**config.mk**
```make
export PLATFORM = sky130hd
export DESIGN_NAME = dma_channel_scheduler
export DESIGN_NICKNAME = d
export VERILOG_FILES = /design/src/rtl/dma_channel_scheduler.sv
export SDC_FILE = /design/constraint.sdc
export NUM_CORES = 1
export LEC_CHECK = 0
export BUFFER_PORTS_ARGS = -buffer_cell sky130_fd_sc_hd__clkbuf_2
export CAP_MARGIN = 20
export CORE_ASPECT_RATIO = 2
export CORE_MARGIN = 10
export CORE_UTILIZATION = 40
export DETAILED_ROUTE_END_ITERATION = 10
export PLACE_DENSITY_LB_ADDON = 0.3
export SLEW_MARGIN = 30
export SYNTH_ARGS = -nofsm -noshare
export SYNTH_HDL_FRONTEND = slang
export SYNTH_SLANG_ARGS = --single-unit
export TNS_END_PERCENT = 30
```
**constraint.sdc**
```tcl
create_clock -name clk -period 7.2 [get_ports clk]
set_input_delay 1.08 -clock clk [delete_from_list [all_inputs] [get_ports clk]]
set_output_delay 1.08 -clock clk [all_outputs]
set_load 0.02 [all_outputs]
```
**src/rtl/dma_channel_scheduler.sv**
```systemverilog
// Round-robin DMA request arbiter that sequences one read/write master transfer at a time,
// guarded by a done-pulse watchdog, and reports a completion record per accepted request.
module dma_channel_scheduler #(
    parameter int NUM_CH      = 2,
    parameter int TIMEOUT_CYC = 65536,
    localparam int CHW        = (NUM_CH > 1) ? $clog2(NUM_CH) : 1
) (
    input  logic                   clk,
    input  logic                   reset_n,
    input  logic [NUM_CH-1:0]      i_req_valid,
    output logic [NUM_CH-1:0]      o_req_ready,
    input  logic [NUM_CH*32-1:0]   i_req_src,
    input  logic [NUM_CH*32-1:0]   i_req_dst,
    input  logic [NUM_CH*32-1:0]   i_req_len,
    output logic                   o_rd_start,
    output logic [31:0]            o_rd_src_addr,
    output logic                   o_wr_start,
    output logic [31:0]            o_wr_dst_addr,
    output logic [31:0]            o_xfer_len,
    input  logic                   i_read_done,
    input  logic                   i_write_done,
    output logic                   o_busy,
    output logic                   o_cmpl_valid,
    output logic [CHW-1:0]         o_cmpl_ch,
    output logic [1:0]             o_cmpl_status
);

    typedef enum logic [1:0] {S_IDLE, S_START, S_WAIT, S_CMPL} state_e;

    localparam int WDW = $clog2(TIMEOUT_CYC + 1);
    localparam logic [WDW-1:0] WD_LAST = WDW'(TIMEOUT_CYC - 1);
    localparam logic [1:0] ST_OK      = 2'b00;
    localparam logic [1:0] ST_ZERO    = 2'b01;
    localparam logic [1:0] ST_UNAL    = 2'b10;
    localparam logic [1:0] ST_TIMEOUT = 2'b11;

    state_e          state_q, state_d;
    logic [CHW-1:0]  ptr_q, ptr_d;
    logic [CHW-1:0]  ch_q, ch_d;
    logic [31:0]     src_q, src_d, dst_q, dst_d, len_q, len_d;
    logic            rd_done_q, rd_done_d, wr_done_q, wr_done_d;
    logic [WDW-1:0]  wdog_q, wdog_d;
    logic [CHW-1:0]  cmpl_ch_q, cmpl_ch_d;
    logic [1:0]      cmpl_st_q, cmpl_st_d;

    logic [2*NUM_CH-1:0] req_dbl;
    logic [NUM_CH-1:0]   req_rot;
    logic                grant_vld;
    logic [CHW-1:0]      grant_idx;
    logic [NUM_CH-1:0]   grant_oh;
    logic [31:0]         sel_src, sel_dst, sel_len;

    // Rotate the request vector so bit 0 is the channel at the round-robin pointer.
    always_comb begin
        req_dbl   = {i_req_valid, i_req_valid};
        req_rot   = NUM_CH'(req_dbl >> ptr_q);
        grant_vld = 1'b0;
        grant_idx = '0;
        for (int i = 0; i < NUM_CH; i++) begin
            if (req_rot[i] && !grant_vld) begin
                grant_vld = 1'b1;
                grant_idx = CHW'((int'(ptr_q) + i) % NUM_CH);
            end
        end
        grant_oh = '0;
        sel_src  = '0;
        sel_dst  = '0;
        sel_len  = '0;
        for (int i = 0; i < NUM_CH; i++) begin
            if (grant_idx == CHW'(i)) begin
                grant_oh[i] = 1'b1;
                sel_src     = i_req_src[32*i +: 32];
                sel_dst     = i_req_dst[32*i +: 32];
                sel_len     = i_req_len[32*i +: 32];
            end
        end
    end

    always_comb begin
        state_d     = state_q;
        ptr_d       = ptr_q;
        ch_d        = ch_q;
        src_d       = src_q;
        dst_d       = dst_q;
        len_d       = len_q;
        rd_done_d   = rd_done_q;
        wr_done_d   = wr_done_q;
        wdog_d      = wdog_q;
        cmpl_ch_d   = cmpl_ch_q;
        cmpl_st_d   = cmpl_st_q;
        o_req_ready = '0;
        case (state_q)
            S_IDLE: begin
                if (grant_vld) begin
                    o_req_ready = grant_oh;
                    ptr_d       = CHW'((int'(grant_idx) + 1) % NUM_CH);
                    ch_d        = grant_idx;
                    src_d       = sel_src;
                    dst_d       = sel_dst;
                    len_d       = sel_len;
                    // Rejected requests complete directly; the masters never see them.
                    if (sel_len == 32'd0) begin
                        state_d   = S_CMPL;
                        cmpl_ch_d = grant_idx;
                        cmpl_st_d = ST_ZERO;
                    end else if (|{sel_len[1:0], sel_src[1:0], sel_dst[1:0]}) begin
                        state_d   = S_CMPL;
                        cmpl_ch_d = grant_idx;
                        cmpl_st_d = ST_UNAL;
                    end else begin
                        state_d = S_START;
                    end
                end
            end
            S_START: begin
                rd_done_d = 1'b0;
                wr_done_d = 1'b0;
                wdog_d    = '0;
                state_d   = S_WAIT;
            end
            S_WAIT: begin
                rd_done_d = rd_done_q | i_read_done;
                wr_done_d = wr_done_q | i_write_done;
                if (rd_done_d && wr_done_d) begin
                    state_d   = S_CMPL;
                    cmpl_ch_d = ch_q;
                    cmpl_st_d = ST_OK;
                end else if (wdog_q == WD_LAST) begin
                    state_d   = S_CMPL;
                    cmpl_ch_d = ch_q;
                    cmpl_st_d = ST_TIMEOUT;
                end else begin
                    wdog_d = wdog_q + 1'b1;
                end
            end
            S_CMPL:  state_d = S_IDLE;
            default: state_d = S_IDLE;
        endcase
    end

    always_ff @(posedge clk or negedge reset_n) begin
        if (!reset_n) begin
            state_q   <= S_IDLE;
            ptr_q     <= '0;
            ch_q      <= '0;
            src_q     <= '0;
            dst_q     <= '0;
            len_q     <= '0;
            rd_done_q <= 1'b0;
            wr_done_q <= 1'b0;
            wdog_q    <= '0;
            cmpl_ch_q <= '0;
            cmpl_st_q <= '0;
        end else begin
            state_q   <= state_d;
            ptr_q     <= ptr_d;
            ch_q      <= ch_d;
            src_q     <= src_d;
            dst_q     <= dst_d;
            len_q     <= len_d;
            rd_done_q <= rd_done_d;
            wr_done_q <= wr_done_d;
            wdog_q    <= wdog_d;
            cmpl_ch_q <= cmpl_ch_d;
            cmpl_st_q <= cmpl_st_d;
        end
    end

    assign o_rd_start    = (state_q == S_START);
    assign o_wr_start    = (state_q == S_START);
    assign o_rd_src_addr = src_q;
    assign o_wr_dst_addr = dst_q;
    assign o_xfer_len    = len_q;
    assign o_busy        = (state_q != S_IDLE);
    assign o_cmpl_valid  = (state_q == S_CMPL);
    assign o_cmpl_ch     = cmpl_ch_q;
    assign o_cmpl_status = cmpl_st_q;

endmodule

```
# Word level (Yosys, flattened, before mapping)
# Cells that the tools add are included.
# op_classes
n_eq_ne	9
n_bitwise	2
shifts	1
reduce_logical	13
addsub	3
muxes	33
# op_table
cell	count
two-way mux 32 bit	3
two-way mux 17 bit	2
case mux 17 bit (2 select lines)	1
zero test 32 bit	1
two-way mux 2 bit	11
adder 17 x 1 -> 17 bit (second input constant)	1
equality test 17 x 16 -> 1 bit (second input constant)	1
two-way mux 1 bit	11
case mux 2 bit (4 select lines)	1
inequality test 2 bit (second input constant)	3
inequality test 3 bit (second input constant)	2
case mux 1 bit (2 select lines)	3
nonzero test 2 bit	3
OR reduction 6 bit	1
equality test 2 bit (second input constant)	2
case mux 2 bit (2 select lines)	1
AND reduction 2 bit	2
AND reduction 4 bit	1
>> shifter 4 x 1 -> 2 bit	1
AND reduction 3 bit	1
adder 1 bit (second input constant)	2
equality test 2 x 1 -> 1 bit (second input constant)	1
logical AND 1 bit	2
zero test 2 bit	1
2 further kinds	3
# word_totals
output_inout_bits	105
regBits	122

# Depth between registers and ports, before layout
# Gate-level depths: netlist (run 1).
# depth
depth_word	11
ltp_mapped	12
ltp_nobuf	11

# Least setup slack after synthesis (run 1)
# No wires, ideal clock.
# synth_path
path_type	input port to output port
startpoint	input i_req_valid[0]
endpoint	output o_req_ready[0]
n_path_buf	2
t_arrival_ns	2.121
path_slack_ns	3.999
path_stages	5
path_cell_list	nor2b_1 > nand2b_1 > buf_2 > nor2b_1 > clkbuf_1
# synth_via
elab_chain_len	8
word_cells_on_any_way	10
# synth_rtl
item	line_no	rtl
start: declaration	10	input logic [NUM_CH-1:0] i_req_valid,
>> shifter 4 x 1 -> 2 bit *	56	req_rot = NUM_CH'(req_dbl >> ptr_q);
two-way mux 1 bit	60	if (req_rot[i] && !grant_vld) begin
zero test 1 bit	60	
logical AND 1 bit	60	
two-way mux 1 bit	60	
two-way mux 1 bit	70	if (grant_idx == CHW'(i)) begin
two-way mux 2 bit *	94	if (grant_vld) begin
two-way mux 2 bit *	92	case (state_q)
end: declaration	11	output logic [NUM_CH-1:0] o_req_ready,
# Every way passes the cells marked *; elsewhere a longest branch is shown, timed or not.

# Final worst setup path (run 1)
# layout_path
startpoint	input i_req_valid[0]
endpoint	output o_req_ready[1]
# Same word-level chain as after synthesis.

==> results of run 1 <==
flip-flops by register name (all words and copies together), names as in the netlist:
register	count
ptr_q	1
o_rd_src_addr	32
o_xfer_len	32
rd_done_q	1
o_wr_dst_addr	32
o_cmpl_status	2
wr_done_q	1
state_q	2
ch_q	1
wdog_q	17
o_cmpl_ch	1
per-stage QoR:
step	setup WS, ns	util [%]	cell area (sq um)	std cells	hold WS, ns
floorplan	4.00	-	5800	597	0.450
global placement	3.52	52.3	7460	1060	0.449
detailed placement	3.41	52.3	7460	1060	0.455
CTS	3.73	56.6	8070	1092	0.469
global route	3.58	56.6	8080	1092	0.486
finish	3.75	56.6	8080	1093	0.466
report_power, final:
part / leakage, nW / switching, W / internal (W)
clock: 0.295 / 0.000337 / 0.000555
combinational: 2.64 / 0.000956 / 0.000465
sequential: 1.54 / 0.000152 / 0.000973
path summary, 6_finish.rpt:
path / from / end / slack, ns / cells past startpoint
setup / recovery: i_req_valid[0] / o_req_ready[1] / 3.75 / 6
hold / removal: o_rd_src_addr[7] / o_rd_src_addr[7] / 0.47 / 2
setup reg to reg: ptr_q / o_cmpl_status[0] / 4.28 / 7
hold reg to reg: o_rd_src_addr[7] / o_rd_src_addr[7] / 0.47 / 2
max in group asynchronous: reset_n / o_wr_dst_addr[17] / 5.18 / 2
min in group asynchronous: reset_n / o_xfer_len[9] / 0.77 / 1
Yosys cell counts, drive strengths merged (2+ instances only):
master  number  area, sq um
and4         2         17.5
nand4        2         12.5
nand2b       2         12.5
nand3       10         50.1
and3         5         31.3
nor2b        2         12.5
xnor2        4         35.0
or3          3         18.8
a21oi        5         25.0
inv          9         33.8
mux2i       68          681
nor2        22         82.6
ha           6         75.1
buf         13         72.6
a22oi       29          218
o21ai       82          410
clkbuf      24         90.1
xor2         6         52.6
dfrtp      122         3050
nor4        16          100
nor3         6         35.0
o22ai        2         12.5
and2         2         15.0
a21o         3         22.5
nand2      141          529
worst reg2reg max path, cell delays in order, from the launching register on:
cell,delay (ns)
dfrtp_1,0.40
nor2b_1,0.23
nand2b_4,0.38
buf_4,0.78
o21ai_0,0.30
o211ai_1,0.19
o21ai_0,0.17
a221o_1,0.36
cell type report:
cell class	instances	share of cell area (%)
diodes	1	0.0310
clock buffers	18	5.31
clock inverters	14	2.31
inverters	9	0.418
multi-input cells	429	31.9
flip-flops and latches	122	37.8
well taps	192	2.97
repair buffers	308	19.3
logic make-up after synthesis:
| logic type | after synthesis | share of synthesized area (%) |
|---|---|---|
| AOI/OAI and AO/OA | 128 | 12.9 |
| and+or+nand+nor | 216 | 16.3 |
| buffers and inverters | 46 | 3.39 |
| xor gates and xnor gates | 10 | 1.51 |
| adders and majority gates | 6 | 1.29 |
| muxes | 69 | 11.9 |
| DFF | 122 | 52.7 |
per-layer routing:
layer | wire length, um | GRT usage (%) | up-vias
li1 | - | - | 2669
met1 | 6730 | 19.4 | 2521
met2 | 10500 | 34.2 | 180
met3 | 1420 | 6.30 | 28
met4 | 549 | 8.23 | 0
met5 | 0 | 0 | -
==> impl_metrics.yaml, run 1 <==
worst_setup_path:
  crit_buf_inv: 3
  crit_arrival_ns: 2.37
  startpoint_type: "primary input"
  cpMaxStageDelayCell: "buf_4"
  worstSetupPathType: "primary input to output pin"
  worstPathMaxFanout: 30
  cp_top_family: "buffers and inverters"
  path_cells: "clkbuf_2 -> nor2b_1 -> nand2b_4 -> nor2_2 -> buf_4 -> clkbuf_2"
  slowest_delay_ns: 0.31
  timing.critical_path.mode_cell: "clkbuf_2"
  required_ns: 6.12
  end_kind: "output pin"
final_layout:
  drive_above_1_share_pct: 39.0
  syn2layout_area_growth_pct: 39.3
  final_cell_mix: "301 x clkbuf_2, 141 x nand2_1, 122 x dfrtp_1"
  multi_input_comb_area_sq_mm: 0.00257
  nets: 1091
  layout.cells.most_common: "clkbuf_2"
  fillers: 1381
  regArea_sq_mm: 0.00305
die:
  placementRows: 62
  ios: 303
  die_h_um: 190
  dieArea_sq_mm: 0.0200
  initial_core_util_pct: 40.6
  dieWidth_um: 105
  fp.coreArea_sq_mm: 0.0143
sta:
  worst_pin_slew_ns: 0.925
  period_needed_ns: 3.45
  fin_skew_ns: 0.00631
  hold_viol: 0
  clock.fmax_mhz: 290
  rsz0062_at_grt: "false"
  slew_headroom_pct: 38.4
  slew_violations: 0
  fin_crit_sh_pct: 47.9
  setup_tns_ns: 0
  setup_viol: 0
pwr:
  power_per_cell_area_mw_per_mm2: 425
  fin_total_pwr_w: 0.00344
  total_leakage_power_nw: 4.47
  ir_worst_vdd_mv: 0.211
global_routing:
  grt_pass1_vias: 5823
  grt_max_degree: 98
  antenna_found_initial: 1
  overflow: 0
  grt_pass1_wl_um: 30400
  track_usage_pct: 19.0
logic_synthesis:
  synth_edf_count: 0
  async_flop_share_pct: 100
  syn_nets: 801
  synth_area_sq_mm: 0.00580
  seq_area_frac_synth_pct: 52.7
  ys_types: 40
  syn_inst: 597
  synth_warnings: 0
  synth_seq_cells: 122
  synthFlopType: "dfrtp_1"
  syn_avg_cell_area_sq_um: 9.71
clocking:
  ctsRootBufferMaster: "clkbuf_16"
  cts_tree: "yes"
  post_cts_resized: 0
  htreeDepth: 4
  cts.sinks: 122
  clk_pin_slew_ns: 0.06
  cts_setup_buffers: 0
  cts_buffers: 17
  ctsLongestPathBuffers: 2
  worst_skew_pair.late_latency_ns: 0.40
  cts_hold_buf: 0
place:
  dp_hpwl_um: 15600
  io_buffer_count: 302
  gp_congestion: 0.846
route:
  routed_via_density: 4.94
  drt_iter0_markers: 118
  drc: 0
  via_count: 5398
  final_antenna_net_count: 0
  finalWirelength_um: 19300
  first_pass_iters: 5
  wl_per_cell_um: 17.6
run:
  cap_violations: 0
status:
  run_status: "completed"
worst_hold_path:
  hold_path.class: "flip-flop to flip-flop"
Note: power is estimated with default switching activity, not from simulation.
==> run 2: changes to the inputs <==
==> constraint.sdc (replaced) <==
create_clock -name clk -period 3.4 [get_ports clk]
set_input_delay 0.51 -clock clk [delete_from_list [all_inputs] [get_ports clk]]
set_output_delay 0.51 -clock clk [all_outputs]
set_load 0.02 [all_outputs]
==> run 2 against run 1 <==
  * Non-clock buffer count up 2
  * Critical path type is now flip-flop to flip-flop
  * Largest power group unchanged
  * Critical path depth is 5 higher
  * Sequential power grew 110%
  * Global-route usage is 0.19 points higher
  * Final area is essentially flat
==> impl_metrics.yaml, run 2 (synthesis gave the netlist of run 1 again) <==
route:
  routed_via_density: 4.93
  via_count: 5393
  wl_per_cell_um: 17.8
  drc: 0
  final_antenna_net_count: 0
  first_pass_iters: 4
  drt_iter0_markers: 157
  finalWirelength_um: 19500
die:
  placementRows: 62
  die_h_um: 190
  fp.coreArea_sq_mm: 0.0143
  ios: 303
  dieArea_sq_mm: 0.0200
  dieWidth_um: 105
  initial_core_util_pct: 40.6
clocking:
  clk_pin_slew_ns: 0.06
  post_cts_resized: 0
  cts_setup_buffers: 0
  cts_hold_buf: 0
  cts_buffers: 17
  ctsLongestPathBuffers: 2
  cts_tree: "yes"
  ctsRootBufferMaster: "clkbuf_16"
  htreeDepth: 4
  cts.sinks: 122
  worst_skew_pair.late_latency_ns: 0.41
final_layout:
  nets: 1093
  final_cell_mix: "301 x clkbuf_2, 141 x nand2_1, 122 x dfrtp_1"
  regArea_sq_mm: 0.00305
  design_area_sq_mm: 0.00808
  multi_input_comb_area_sq_mm: 0.00257
  fillers: 1382
  syn2layout_area_growth_pct: 39.4
  insertedDiodeCount: 0
  drive_above_1_share_pct: 39.2
  layout.cells.most_common: "clkbuf_2"
global_routing:
  track_usage_pct: 19.1
  grt_max_degree: 167
  grt_pass1_wl_um: 30500
  grtUsageMet2_pct: 34.2
  overflow: 0
  use_met1_pct: 19.9
  antenna_found_initial: 0
  top_usage_layer: "met2"
  grt_pass1_vias: 5819
  met3_usage_pct: 6.26
worst_setup_path:
  crit_path_end: "wdog_q[5]"
  end_kind: "flip-flop"
  crit_path_start: "wdog_q[6]"
  crit_cells: 11
  rr_startpoint: "wdog_q[6]"
  crit_buf_inv: 0
  cpMaxStageDelayCell: "dfrtp_1"
  timing.critical_path.mode_cell: "nor2_1"
  worstSetupPathType: "flip-flop to flip-flop"
  startpoint_type: "flip-flop"
  timing.rr.end: "wdog_q[5]"
  cp_top_family: "simple AND/OR/NAND/NOR gates"
  worstPathMaxFanout: 8
  required_ns: 3.66
  path_cells: "and4_1 -> and3_1 -> and2_1 -> nand3_1 -> nor2_1 -> ha_1 -> o21ai_0 -> nand2_1 -> nor3_1 -> xnor2_1 -> nor2_1"
  r2r_cells: 11
  crit_arrival_ns: 2.96
  slowest_delay_ns: 0.42
  rrSetupSlack_ns: 0.70
sta:
  period_needed_ns: 2.70
  setup_viol: 0
  hold_viol: 0
  fin_crit_sh_pct: 79.5
  worst_pin_slew_ns: 0.733
  hold_slack_ns: 0.120
  setup_tns_ns: 0
  rsz0062_at_grt: "false"
  slew_violations: 0
  clock.fmax_mhz: 370
  fin_skew_ns: 0.0122
  slew_headroom_pct: 50.7
place:
  io_buffer_count: 302
  gp_congestion: 0.857
  dp_hpwl_um: 15700
  placed_cell_area_sq_mm: 0.00750
run:
  cap_violations: 0
pwr:
  power_per_cell_area_mw_per_mm2: 889
  ir_worst_vdd_mv: 0.442
  total_leakage_power_nw: 4.47
worst_hold_path:
  hold_path.class: "primary input to asynchronous set/reset pin"
status:
  run_status: "completed"
run 2: layout make-up:
| class | count | share of cell area (%) |
|---|---|---|
| Clock inverter | 14 | 1.69 |
| Clock buffer | 18 | 5.44 |
| Inverter | 9 | 0.418 |
| Multi-Input combinational cell | 429 | 31.9 |
| Sequential cell | 122 | 37.8 |
| Tap cell | 192 | 2.97 |
| Timing Repair Buffer | 310 | 19.8 |
run 2: stage by stage:
step                      instances  util, %  setup WS [ns]  power, W
after floorplan                 597        -          0.959   0.00430
after global placement         1062     52.5          0.770   0.00544
after detailed placement       1062     52.6          0.710   0.00551
after CTS                      1094     56.6          0.677   0.00728
after global routing           1094     56.6          0.523   0.00769
final                          1094     56.6          0.697   0.00718
run 2: where the power goes:
group / total, W / leakage [nW] / switching, W / internal, W
Sequential: 0.00238 / 1.54 / 0.000323 / 0.00206
Clock: 0.00174 / 0.274 / 0.000705 / 0.00104
Combinational: 0.00305 / 2.66 / 0.00205 / 0.000997
run 2: per-layer routing:
layer	vias up	share of wire (%)
met5	-	0
met4	0	2.9
met3	29	6.9
met2	185	54
met1	2516	36
li1	2663	-
run 2: worst min path at each step:
stage,slack [ns],start,to,cells after the start
after floorplan,0.21,reset_n,ch_q,0
after global placement,0.45,o_rd_src_addr[23],o_rd_src_addr[23],2
after detailed placement,0.46,o_rd_src_addr[4],o_rd_src_addr[4],2
after CTS,0.14,reset_n,o_xfer_len[9],1
after global routing,0.16,reset_n,o_xfer_len[9],1
final,0.12,reset_n,o_xfer_len[9],1
==> run 3: changes to the inputs <==
==> constraint.sdc (replaced) <==
create_clock -name clk -period 2.39 [get_ports clk]
set_input_delay 0.3585 -clock clk [delete_from_list [all_inputs] [get_ports clk]]
set_output_delay 0.3585 -clock clk [all_outputs]
set_load 0.02 [all_outputs]
==> run 3 against run 2 <==
  * Routed wire length up 3.3%
  * Core utilization rose by 1.9 points
  * First-iteration DRC count is 9.6% lower
  * Critical path depth stayed put
  * Maximum frequency increased by 20%
  * Global-route usage up 0.49 points
  * Combinational power increased by 49%
  * Hold slack improved by 0.047 ns
==> impl_metrics.yaml, run 3 (synthesis gave the netlist of run 1 again) <==
die:
  ios: 303
  fp.coreArea_sq_mm: 0.0143
  initial_core_util_pct: 40.6
  dieWidth_um: 105
  placementRows: 62
  die_h_um: 190
  dieArea_sq_mm: 0.0200
place:
  io_buffer_count: 302
  dp_hpwl_um: 16200
  gp_congestion: 0.908
global_routing:
  antenna_found_initial: 0
  grt_pass1_wl_um: 31300
  grt_pass1_vias: 5962
  overflow: 0
  grt_max_degree: 167
  track_usage_pct: 19.6
pwr:
  total_leakage_power_nw: 4.61
  p_sw_share_pct: 42.3
  p_seq_share_pct: 32.4
  power.net_switching_w: 0.00443
  ir_worst_vdd_mv: 0.627
  p_int_w: 0.00604
  pwr-share-clk_pct: 24.4
  power_per_cell_area_mw_per_mm2: 1250
  share_comb_of_total_power_pct: 43.2
clocking:
  cts_buffers: 17
  cts_tree: "yes"
  worst_skew_pair.late_latency_ns: 0.41
  ctsRootBufferMaster: "clkbuf_16"
  clk_pin_slew_ns: 0.06
  htreeDepth: 4
  ctsLongestPathBuffers: 2
  cts.sinks: 122
sta:
  fin_skew_ns: 0.0111
  fin_crit_sh_pct: 94.4
  slew_violations: 0
  hold_slack_ns: 0.167
  setup_viol: 0
  rsz0062_at_grt: "false"
  clock.fmax_mhz: 443
  setup_tns_ns: 0
  worst_pin_slew_ns: 0.641
  slew_headroom_pct: 57.3
  hold_viol: 0
  period_needed_ns: 2.26
route:
  drc: 0
  via_count: 5569
  final_antenna_net_count: 0
  wl_per_cell_um: 18.1
  drt_iter0_markers: 142
  routed_via_density: 5.00
  finalWirelength_um: 20200
  first_pass_iters: 4
final_layout:
  drive_above_1_share_pct: 41.4
  nets: 1113
  layout.cells.most_common: "clkbuf_2"
  syn2layout_area_growth_pct: 44.1
  final_cell_mix: "301 x clkbuf_2, 141 x nand2_1, 122 x dfrtp_1"
  insertedDiodeCount: 0
worst_hold_path:
  hold_path.class: "primary input to flip-flop"
worst_setup_path:
  startpoint_type: "flip-flop"
  rrSetupSlack_ns: 0.13
  worstPathMaxFanout: 3
  crit_arrival_ns: 2.55
  required_ns: 2.68
  worstSetupPathType: "flip-flop to flip-flop"
  end_kind: "flip-flop"
run:
  cap_violations: 0
status:
  run_status: "completed"
run 3: cell count changes in the layout (fill, tap and decap cells not counted), sizes merged:
cell and delta:
bufinv +1, buf +19, clkinvlp -1, clkinv +1, dlygate4sd3 +1, clkbuf -1
run 3: critical path, cell delays in order, from the launching register on:
cell and delay (ns):
dfrtp_1 0.37, and4_1 0.21, and3_4 0.15, and2_4 0.16
nand3_4 0.07, nor2_4 0.04, ha_4 0.16, or3_4 0.33
nand2b_1 0.10, or2_4 0.13, o21ai_1 0.07, a221o_1 0.33
run 3: power by group through the flow:
stage	logic [W]	clock network [W]	registers, W
floorplan	0.00177	0	0.00435
global placement	0.00448	0	0.00338
detailed placement	0.00457	0	0.00342
CTS	0.00456	0.00259	0.00340
global route	0.00498	0.00270	0.00351
finish	0.00453	0.00256	0.00339
run 3: layout make-up:
cell class | count | area, sq um
Sequential cell | 122 | 3050
Tap cell | 192 | 240
Timing Repair Buffer | 330 | 1800
Clock inverter | 15 | 164
Fill cell | 1361 | 5920
Inverter | 9 | 33.8
Multi-Input combinational cell | 429 | 2640
Clock buffer | 17 | 425
run 3: final timing paths:
path	startpoint	cells after the start	endpoint
worst max-delay path	wdog_q[6]	11	o_cmpl_status[0]
worst min-delay path	i_req_src[53]	3	o_rd_src_addr[21]
worst max register to register	wdog_q[6]	11	o_cmpl_status[0]
worst min register to register	o_rd_src_addr[10]	2	o_rd_src_addr[10]
max in group asynchronous	reset_n	3	o_xfer_len[22]
min in group asynchronous	reset_n	2	o_xfer_len[30]
run 3: repair_timing:
action                                  CTS  global route
buffers inserted                          0             2
pin swaps                                 1             7
hold endpoints to repair                 36             0
gates cloned                              0             0
hold buffers                              1             0
endpoints found under the setup margin    4            17
gates resized for setup                   1            15
run 3: per-layer routing:
layer	up-vias	part of all wire, %	GRT usage, %
met5	-	0	0
met1	2611	36	20.6
met4	0	2.5	7.32
li1	2709	-	-
met2	213	55	35.5
met3	36	7.1	6.36
run 3: through the flow:
step | std cells | total power [W] | utilization [%] | cell area (sq um) | setup slack [ns]
after global placement | 1079 | 0.00786 | 53.8 | 7680 | -0.0187
after floorplan | 597 | 0.00611 | - | 5800 | 0.0345
after detailed placement | 1079 | 0.00799 | 53.8 | 7680 | -0.0642
after global routing | 1114 | 0.0112 | 58.5 | 8360 | 0.0316
after CTS | 1112 | 0.0106 | 58.0 | 8280 | -0.00268
final | 1114 | 0.0105 | 58.5 | 8360 | 0.133
